<file path="src/rtl/pc_fetch_unit.sv">
// Program-counter stage: registered fetch address with stall, taken-branch
// redirect plus a one-cycle squash bubble, and a boot cycle after reset.
module pc_fetch_unit #(
    parameter int unsigned      WIDTH        = 8,
    parameter logic [WIDTH-1:0] RESET_VECTOR = '0,
    parameter int unsigned      STEP         = 1
) (
    input  logic             CLK,
    input  logic             R,
    input  logic             STALL,
    input  logic             BR_TAKEN,
    input  logic [WIDTH-1:0] BR_TARGET,
    output logic [WIDTH-1:0] PC,
    output logic [WIDTH-1:0] PC_PLUS,
    output logic             VALID,
    output logic [1:0]       STATE
);

    localparam logic [WIDTH-1:0] STEP_W = WIDTH'(STEP);

    typedef enum logic [1:0] {
        ST_BOOT  = 2'b00,
        ST_RUN   = 2'b01,
        ST_FLUSH = 2'b10
    } state_t;

    state_t           state;
    logic [WIDTH-1:0] pc_q;
    logic             valid_q;

    // Link address; wraps modulo 2^WIDTH with the carry discarded.
    assign PC_PLUS = pc_q + STEP_W;

    always_ff @(posedge CLK or posedge R) begin
        if (R) begin
            state   <= ST_BOOT;
            pc_q    <= RESET_VECTOR;
            valid_q <= 1'b0;
        end else begin
            case (state)
                ST_BOOT: begin
                    state   <= ST_RUN;
                    valid_q <= 1'b1;
                end
                ST_RUN: begin
                    // Redirect outranks stall; a stall freezes everything.
                    if (BR_TAKEN) begin
                        state   <= ST_FLUSH;
                        pc_q    <= BR_TARGET;
                        valid_q <= 1'b0;
                    end else if (!STALL) begin
                        pc_q    <= PC_PLUS;
                        valid_q <= 1'b1;
                    end
                end
                ST_FLUSH: begin
                    // Redirects from the squashed slot are dropped here.
                    state   <= ST_RUN;
                    valid_q <= 1'b1;
                end
                default: begin
                    state   <= ST_BOOT;
                    pc_q    <= RESET_VECTOR;
                    valid_q <= 1'b0;
                end
            endcase
        end
    end

    assign PC    = pc_q;
    assign VALID = valid_q;
    assign STATE = state;

endmodule

</file>
<file path="config.mk">
export PLATFORM = sky130hd
export DESIGN_NAME = pc_fetch_unit
export DESIGN_NICKNAME = d
export VERILOG_FILES = /design/src/rtl/pc_fetch_unit.sv
export SDC_FILE = /design/constraint.sdc
export NUM_CORES = 1
export LEC_CHECK = 0
export BUFFER_PORTS_ARGS = -buffer_cell sky130_fd_sc_hd__buf_2
export CAP_MARGIN = 10
export CORE_AREA = 2 2 43 45
export CTS_CLUSTER_SIZE = 25
export DETAILED_ROUTE_END_ITERATION = 12
export DIE_AREA = 0 0 45 47
export PLACE_DENSITY_LB_ADDON = 0.15
export SLEW_MARGIN = 15
export SYNTH_ARGS = -nofsm -noshare
export SYNTH_HDL_FRONTEND = slang
export SYNTH_SLANG_ARGS = --single-unit
</file>
<file path="constraint.sdc">
create_clock -name CLK -period 2 [get_ports CLK]
set_clock_uncertainty 0.2 [all_clocks]
set_input_delay 0.4 -clock CLK [delete_from_list [all_inputs] [get_ports CLK]]
set_output_delay 0.4 -clock CLK [all_outputs]
set_load 0.01 [all_outputs]
</file>
==> results of run 1 <==
synthesized netlist by cell type, types with 2 or more instances:
cell,count
o21ai_0,5
xor2_1,3
nor4b_1,2
nand2_1,5
xnor2_1,3
nand3_1,2
nor2_1,7
inv_1,6
o31ai_1,3
dfrtp_1,11
nor3_1,4
buf_6,3
and2b_1,2
a21oi_1,5
cell type report:
| type | instances | area [um2] | share of cell area |
|---|---|---|---|
| repair buffers | 43 | 250 | 0.235 |
| clock buffers | 3 | 22.5 | 0.0211 |
| multi-input cells | 56 | 460 | 0.432 |
| clock inverters | 1 | 5.00 | 0.00469 |
| well taps | 17 | 21.3 | 0.0200 |
| inverters | 6 | 22.5 | 0.0211 |
| flip-flops and latches | 11 | 284 | 0.266 |
worst max-delay path: stages, from the launching register on:
cell,delay [ps]
dfrtp_2,430
ha_4,160
nand3_4,70
nor2_4,120
xor2_2,150
buf_2,150
logic make-up after synthesis:
group                    count (synthesis)
multiplexers                             1
buffers and inverters                   10
flip-flops                              11
AO/OA/AOI/OAI                           23
adder cells (fa/ha/maj)                  1
XOR/XNOR                                 6
AND/OR/NAND/NOR                         25
report_power, final:
part	internal, mW	total, mW	switching, mW	leakage, nW
sequential	0.281	0.373	0.0913	0.129
clock	0.0744	0.159	0.0847	0.0177
combinational	0.224	0.443	0.220	0.384
total	0.579	0.975	0.396	0.531
sequential cells by signal, indices dropped and copies added (netlist names):
signal,flops
PC,8
STATE,2
VALID,1
timing repair:
action                                  in CTS  in global routing
endpoints found under the hold margin       11                  0
hold buffers                                 1                  0
pin swaps                                    2                  5
resized for setup                            8                 16
setup buffers                                2                  5
endpoints found under the setup margin       4                  4
path summary, 6_finish.rpt:
kind | to | cells past startpoint | slack [ps] | startpoint
max in group asynchronous | PC[2] | 3 | 820 | R
setup reg to reg | PC[4] | 6 | 400 | PC[1]
min in group asynchronous | STATE[1] | 3 | 450 | R
hold / removal | PC[3] | 3 | 260 | BR_TARGET[3]
setup / recovery | PC_PLUS[6] | 5 | 40 | PC[1]
hold reg to reg | PC[7] | 1 | 320 | PC[7]
per-stage QoR:
| stage | hold slack [ps] | setup TNS, ps | instances | setup slack [ps] | total power [mW] |
|---|---|---|---|---|---|
| 2_1_floorplan | 52.4 | 0 | 77 | 196 | 0.568 |
| 3_3_place_gp | 217 | 0 | 125 | 100 | 0.705 |
| 3_5_place_dp | 218 | 0 | 125 | 111 | 0.707 |
| 4_1_cts | 258 | -43.0 | 132 | -22.2 | 0.903 |
| 5_1_grt | 270 | -75.3 | 137 | -45.3 | 1.05 |
| 6_report | 256 | 0 | 137 | 38.1 | 0.975 |
routing by layer:
layer / global-route usage / up-vias / part of all wire
met5: 0 / - / 0
li1: - / 359 / -
met3: 0.0808 / 4 / 0.074
met1: 0.231 / 346 / 0.43
met4: 0.0706 / 0 / 0.010
met2: 0.297 / 26 / 0.49
==> metrics.txt, run 1 <==
most frequent standard cell in the layout excluding fill and tap cells=buf_2; unrepaired setup endpoints after global routing=true; proportion of register bits with asynchronous set or reset after synthesis=1.00; Total Routed Length=roughly 1900 um; Yosys warnings=0; combinational family with the most area after synthesis=compound AO/OA/AOI/OAI gates; number of design-rule violations left by the first detailed-router iteration=16; fin. max-slew vios=0; starting density of the core=0.427; global-route congestion overflow total=0; Net Count, Synth=90; leakage power summed over all cells=0.531 nW; peak clock frequency supported by timing=a little over 0.5 GHz; number of nets with antenna violations after detailed routing=0; Tot GR Track Use=0.189; number of antenna violations at the first check in global routing=0; portion of synthesized cell area occupied by the leading cell type=0.390; Slew HR=0.708; Via Count=735; # rows=15; first-pass GRT wire length=between 2000 and 3000 um; critical-path maximum fanout=4; adder-cell area share of the yosys netlist=0.0177; Simple-Gate Fraction of Synth Area=0.183; Arrival @ worst endpoint=about 1400 ps; Setup Viol. Count Final=0; Worst Setup Path Type=flop to primary output; worst supply voltage drop on vdd=0.644 mV; Die H=47 um; P&R area growth vs syn=51.1%; total core area=between 1500 and 2000 um2; max-cap check violation count=0; sequential element share of the synthesized area=0.390; Clock Sink Count=11; average wire length per cell after detail routing=between 10 and 15 um; period utilisation layout=0.981; post-route cell area=between 1000 and 1500 um2; Critical Path Source Type=flop; maximum number of pins on one net before global-route repair=13; DIE AREA=2120 um2; number of clock buffers inserted by TritonCTS=3; xor and xnor area share after synthesis=0.0745; number of flops mapped to enable cells by yosys=0; Via density=5.36; root cell of the clock tree=clkbuf_4; share of synthesized area spent on multiplexers=0.0142; number of input and output port buffers inserted=30; clock transition at the registers of the reported paths=approximately 80 ps; Syn Inst Count=77; Critical Path RT=~1400 ps; die extent in x=approximately 45 um; detailed-placement wirelength estimate=between 1000 and 1500 um; Hold Crit Class=input port to flop; final-layout fill cell count=140; Net count, final=134; DRC violation count after routing=0; Final Core Density=0.645; share of post-route cells with drive strength above 1=0.558; number of top-level pins=31; CTS tree=done; router iterations before antenna repair=6; Skew-Pair Late Insertion Delay=approximately 280 ps; status=finished, final reports clean; leading cell types in the layout, fill and taps excluded=buf_2, buf_4, dfrtp_2; number of global-route vias before repair=around 640; biggest area consumer among synthesized cells=dfrtp_1; number of distinct library cell variants in the gate-level netlist after synthesis=30; final critical delay including setup and external delays=between 1500 and 2000 ps; routability congestion estimate from global placement=a little over 0.7; Final Hold Violating Endpoints=0; count of antenna diodes in the layout=0; PD cells=915 nW/um2; cell area after synthesis=approximately 710 um2; placed cell areas=876 um2; H-tree level count=1; area fraction in compound gates after synthesis=0.234; commonest register cell after synthesis=dfrtp_1; capturing element type of the critical path=primary output; actual transition at the worst max-transition pin=between 400 and 500 ps; average cell area after synthesis=9.16 um2; Max Buffers Root-to-Sink=2; largest cells by area after synthesis=dfrtp_1, buf_6, nor2_1, xnor2_1, xor2_1; post-synthesis register bit count=11
Note: power is estimated with default switching activity, not from simulation.
==> inputs of run 2 (changes only) <==
- CORE_AREA: 2 2 43 45 -> 2 2 45 47
- DIE_AREA: 0 0 45 47 -> 0 0 47 49
- clock period: 2 -> 1.7 ns (I/O delays scaled with it)
==> metrics.txt, run 2 (synthesis gave the netlist of run 1 again) <==
leakage power summed over all cells=~0.55 nW; dpl ws=~24 ps; number of design-rule violations left by the first detailed-router iteration=2; first-pass GRT wire length=about 3100 um; count of antenna diodes in the layout=0; worst-case setup margin in the final layout=-228 ps; Clock Sink Count=11; DIE AREA=between 2000 and 2500 um2; number of flip-flops under the largest register name=8; global-route congestion overflow total=0; Skew-Pair Late Insertion Delay=roughly 270 ps; Setup Viol. Count Final=6; final critical delay including setup and external delays=about 1900 ps; routability congestion estimate from global placement=between 0.7 and 0.8; Via density=about 4.9; final-layout fill cell count=180; router iterations before antenna repair=2; Worst Setup Path Type=flop to primary output; number of input and output port buffers inserted=30; area used by multi-input combinational logic=roughly 400 um2; Final Hold Violating Endpoints=0; most frequent standard cell in the layout excluding fill and tap cells=buf_2; average wire length per cell after detail routing=around 13 um; # rows=16; DRC violation count after routing=0; peak clock frequency supported by timing=roughly 0.52 GHz; Total Routed Length=about 2000 um; share of post-route cells with drive strength above 1=0.500; Via Count=approximately 760; clock transition at the registers of the reported paths=approximately 70 ps; worst supply voltage drop on vdd=just under 0.5 mV; starting density of the core=0.383; Critical Path RT=approximately 1200 ps; root cell of the clock tree=clkbuf_4; H-tree level count=1; status=finished, violations left; PD cells=1080 nW/um2; die extent in x=about 47 um; FF+latch area=around 280 um2; hold_ws=between 200 and 250 ps; final setup TNS=-1180 ps; actual transition at the worst max-transition pin=437 ps; Slew HR=0.708; number of global-route vias before repair=753; Die H=between 40 and 50 um; violations in the final reports=setup timing; period utilisation layout=1.13; fin cells=155; leading cell types in the layout, fill and taps excluded=buf_2, buf_4, dfrtp_1; max-cap check violation count=0; number of clock buffers inserted by TritonCTS=3; critical-path maximum fanout=3; number of nets with antenna violations after detailed routing=0; Tot GR Track Use=0.186; total core area=1840 um2; Critical Path Source Type=flop; P&R area growth vs syn=53.2%; Hold Crit Class=input port to flop; Max Buffers Root-to-Sink=2; CTS tree=done; fin. max-slew vios=0; unrepaired setup endpoints after global routing=true; Net count, final=about 140; maximum number of pins on one net before global-route repair=13; Arrival @ worst endpoint=around 1400 ps; Final Core Density=0.587; capturing element type of the critical path=primary output; number of antenna violations at the first check in global routing=0; DP Cell Count=140; detailed-placement wirelength estimate=1380 um; number of top-level pins=31
[run 2: cell types whose count changed in the layout (fill, tap and decap cells not counted), sizes merged]
cell	before	now
buf	42	50
clkbuf	3	4
clkinv	1	0
[run 2: layout make-up]
type | instances | area share
timing repair buffer | 51 | 0.296
clock buffer | 4 | 0.0243
tap | 27 | 0.0312
multi-input combinational | 56 | 0.369
inverter | 6 | 0.0231
sequential | 11 | 0.256
[run 2: final timing paths]
kind                              start          to  depth (start not counted)  slack [ps]
setup / recovery                  PC[0]  PC_PLUS[6]                          5        -230
hold / removal             BR_TARGET[3]       PC[3]                          3         210
setup reg to reg                  PC[0]       PC[2]                          6         120
hold reg to reg                   PC[7]       PC[7]                          1         320
max in group asynchronous             R       PC[3]                          3         570
min in group asynchronous             R       PC[0]                          3         400
[run 2: worst max-delay path, cell delays in order (launching register included)]
cell and delay [ps]:
dfrtp_1 430, ha_4 160, nand3_2 70, nor2_2 100, xor2_1 190, buf_2 160
[run 2: through the flow]
stage               power (mW)  instance area, um2
floorplan                0.679                 721
global placement         0.864                 941
detailed placement       0.874                 941
CTS                       1.15                1060
global route              1.25                1080
finish                    1.17                1080
[run 2: what timing repair did]
item                                   CTS  global route
pin swaps                                5             0
setup endpoints to repair                6             8
buffers inserted                        10             0
endpoints found under the hold margin   11             0
gates resized for setup                  5             3
hold buffers                             1             0
[run 2: metal layers]
metal  GRT usage  vias to the layer above  wire length [um]
met5           0                        -                 0
met1       0.227                      353               812
met2       0.304                       23              1010
met3      0.0333                        8                79
met4      0.0880                        0                57
li1            -                      377                 -
[run 2: power by group]
part / leakage, nW / total, mW / switching, mW / internal [mW]
sequential: 0.137 / 0.382 / 0.0588 / 0.323
combinational: 0.403 / 0.603 / 0.295 / 0.309
clock: 0.0150 / 0.186 / 0.0947 / 0.0909
total: 0.554 / 1.17 / 0.448 / 0.723
==> inputs of run 3 (changes only) <==
- CELL_PAD_IN_SITES_DETAIL_PLACEMENT: not set -> 1
- CELL_PAD_IN_SITES_GLOBAL_PLACEMENT: not set -> 1
- CORE_AREA: 2 2 45 47 -> 2 2 53 55
- DIE_AREA: 0 0 47 49 -> 0 0 55 57
- MAX_ROUTING_LAYER: not set -> met4
==> metrics.txt, run 3 (synthesis gave the netlist of run 1 again) <==
total core area=roughly 2600 um2; DRC violation count after routing=0; most frequent standard cell in the layout excluding fill and tap cells=buf_2; P&R area growth vs syn=47.2%; status=finished, violations left; number of flip-flops under the largest register name=8; number of input and output port buffers inserted=30; Tot GR Track Use=0.154; net switching power=around 420 uW; sequential group share of total power=0.350; worst hold path depth=3; DP Cell Count=between 100 and 150; proportion of power drawn by the clock network=0.165; final critical delay including setup and external delays=1900 ps; Critical Path RT=1160 ps; number of nets with antenna violations after detailed routing=0; # rows=19; fin cells=roughly 160; count of cells along the worst register-to-register path=6; internal portion of total power=681 uW; peak clock frequency supported by timing=0.525 GHz; Setup Viol. Count Final=6; Total Routed Length=just over 2000 um; violations in the final reports=setup timing; Die H=57 um; root cell of the clock tree=clkbuf_4; Arrival @ worst endpoint=about 1400 ps; leakage power summed over all cells=about 0.54 nW; Clock Sink Count=11; number of clock buffers inserted by TritonCTS=3; period utilisation layout=1.12; CTS tree=done; Via Count=about 730; clock transition at the registers of the reported paths=about 70 ps; DIE AREA=between 3000 and 4000 um2; router iterations before antenna repair=4; Worst Setup Path Type=flop to primary output; H-tree level count=1; Final Hold Violating Endpoints=0; worst-case setup margin in the final layout=-204 ps; switching portion of total power=0.384; Via density=around 4.7; count of antenna diodes in the layout=0; number of global-route vias before repair=~770; Critical Path Source Type=flop; leading cell types in the layout, fill and taps excluded=buf_2, buf_4, dfrtp_1; Skew-Pair Late Insertion Delay=between 200 and 300 ps; maximum number of pins on one net before global-route repair=13; capturing element type of the critical path=primary output; die extent in x=approximately 55 um; share of post-route cells with drive strength above 1=0.476; Slew HR=0.687; worst supply voltage drop on vdd=0.594 mV; number of antenna violations at the first check in global routing=0; unrepaired setup endpoints after global routing=true; actual transition at the worst max-transition pin=469 ps; fin. max-slew vios=0; global-route congestion overflow total=0; Max Buffers Root-to-Sink=2; detailed-placement wirelength estimate=~1700 um; dpl ws=-11.7 ps; number of design-rule violations left by the first detailed-router iteration=1; PD cells=between 1000 and 1500 nW/um2; routability congestion estimate from global placement=0.768; first-pass GRT wire length=between 3000 and 4000 um; average wire length per cell after detail routing=around 13 um; number of top-level pins=31; final-layout fill cell count=~330; critical-path maximum fanout=3; max-cap check violation count=0; fraction of power consumed by combinational cells=0.486; Net count, final=approximately 140; starting density of the core=0.270; Hold Crit Class=input port to flop
[run 3: per-stage QoR]
step	utilization	instance area [um2]	total power [mW]	TNS, ps	hold WS [ps]
floorplan	-	721	0.679	-21.3	-7.56
global placement	0.373	976	0.911	0	172
detailed placement	0.373	976	0.922	-11.7	182
CTS	0.391	1020	1.11	-1160	196
global route	0.397	1040	1.21	-1650	227
finish	0.397	1040	1.11	-968	204
[run 3: metal layers]
| layer | part of all wire | up-vias | global-route usage |
|---|---|---|---|
| met3 | 0.048 | 2 | 0.0262 |
| met5 | 0 | - | - |
| met1 | 0.42 | 349 | 0.177 |
| li1 | - | 364 | - |
| met4 | 0.0084 | 0 | 0.0627 |
| met2 | 0.52 | 16 | 0.259 |
[run 3: worst max-delay path, stage by stage, from the launching register on]
cell	delay, ps
dfrtp_1	380
ha_2	200
nand3_2	80
nor2_2	100
xor2_1	190
buf_2	160
[run 3: cell type report]
cell class	instances	area [um2]	area share
Inverter	6	22.5	0.0217
Timing Repair Buffer	47	280	0.270
Sequential cell	11	277	0.266
Multi-Input combinational cell	56	394	0.380
Clock buffer	4	26.3	0.0253
Tap cell	31	38.8	0.0373
[run 3: path summary, 6_finish.rpt]
check	startpoint	end	slack (ps)
max	PC[0]	PC_PLUS[6]	-200
min	BR_TARGET[3]	PC[3]	200
max reg2reg	PC[0]	PC[4]	170
min reg2reg	PC[7]	PC[7]	320
max in group asynchronous	R	STATE[0]	530
min in group asynchronous	R	VALID	430
[run 3: power groups by stage]
stage          clock [mW]  sequential (mW)  combinational, mW
2_1_floorplan           0            0.427              0.252
3_3_place_gp            0            0.390              0.521
3_5_place_dp            0            0.394              0.528
4_1_cts             0.192            0.389              0.532
5_1_grt             0.205            0.400              0.603
6_report            0.182            0.387              0.537
[run 3: repair_timing]
item,4_1_cts,5_1_grt
gates resized for setup,1,2
hold endpoints to repair,11,0
hold buffers,1,0
endpoints found under the setup margin,6,8
pin swaps,4,1
buffers inserted,1,1
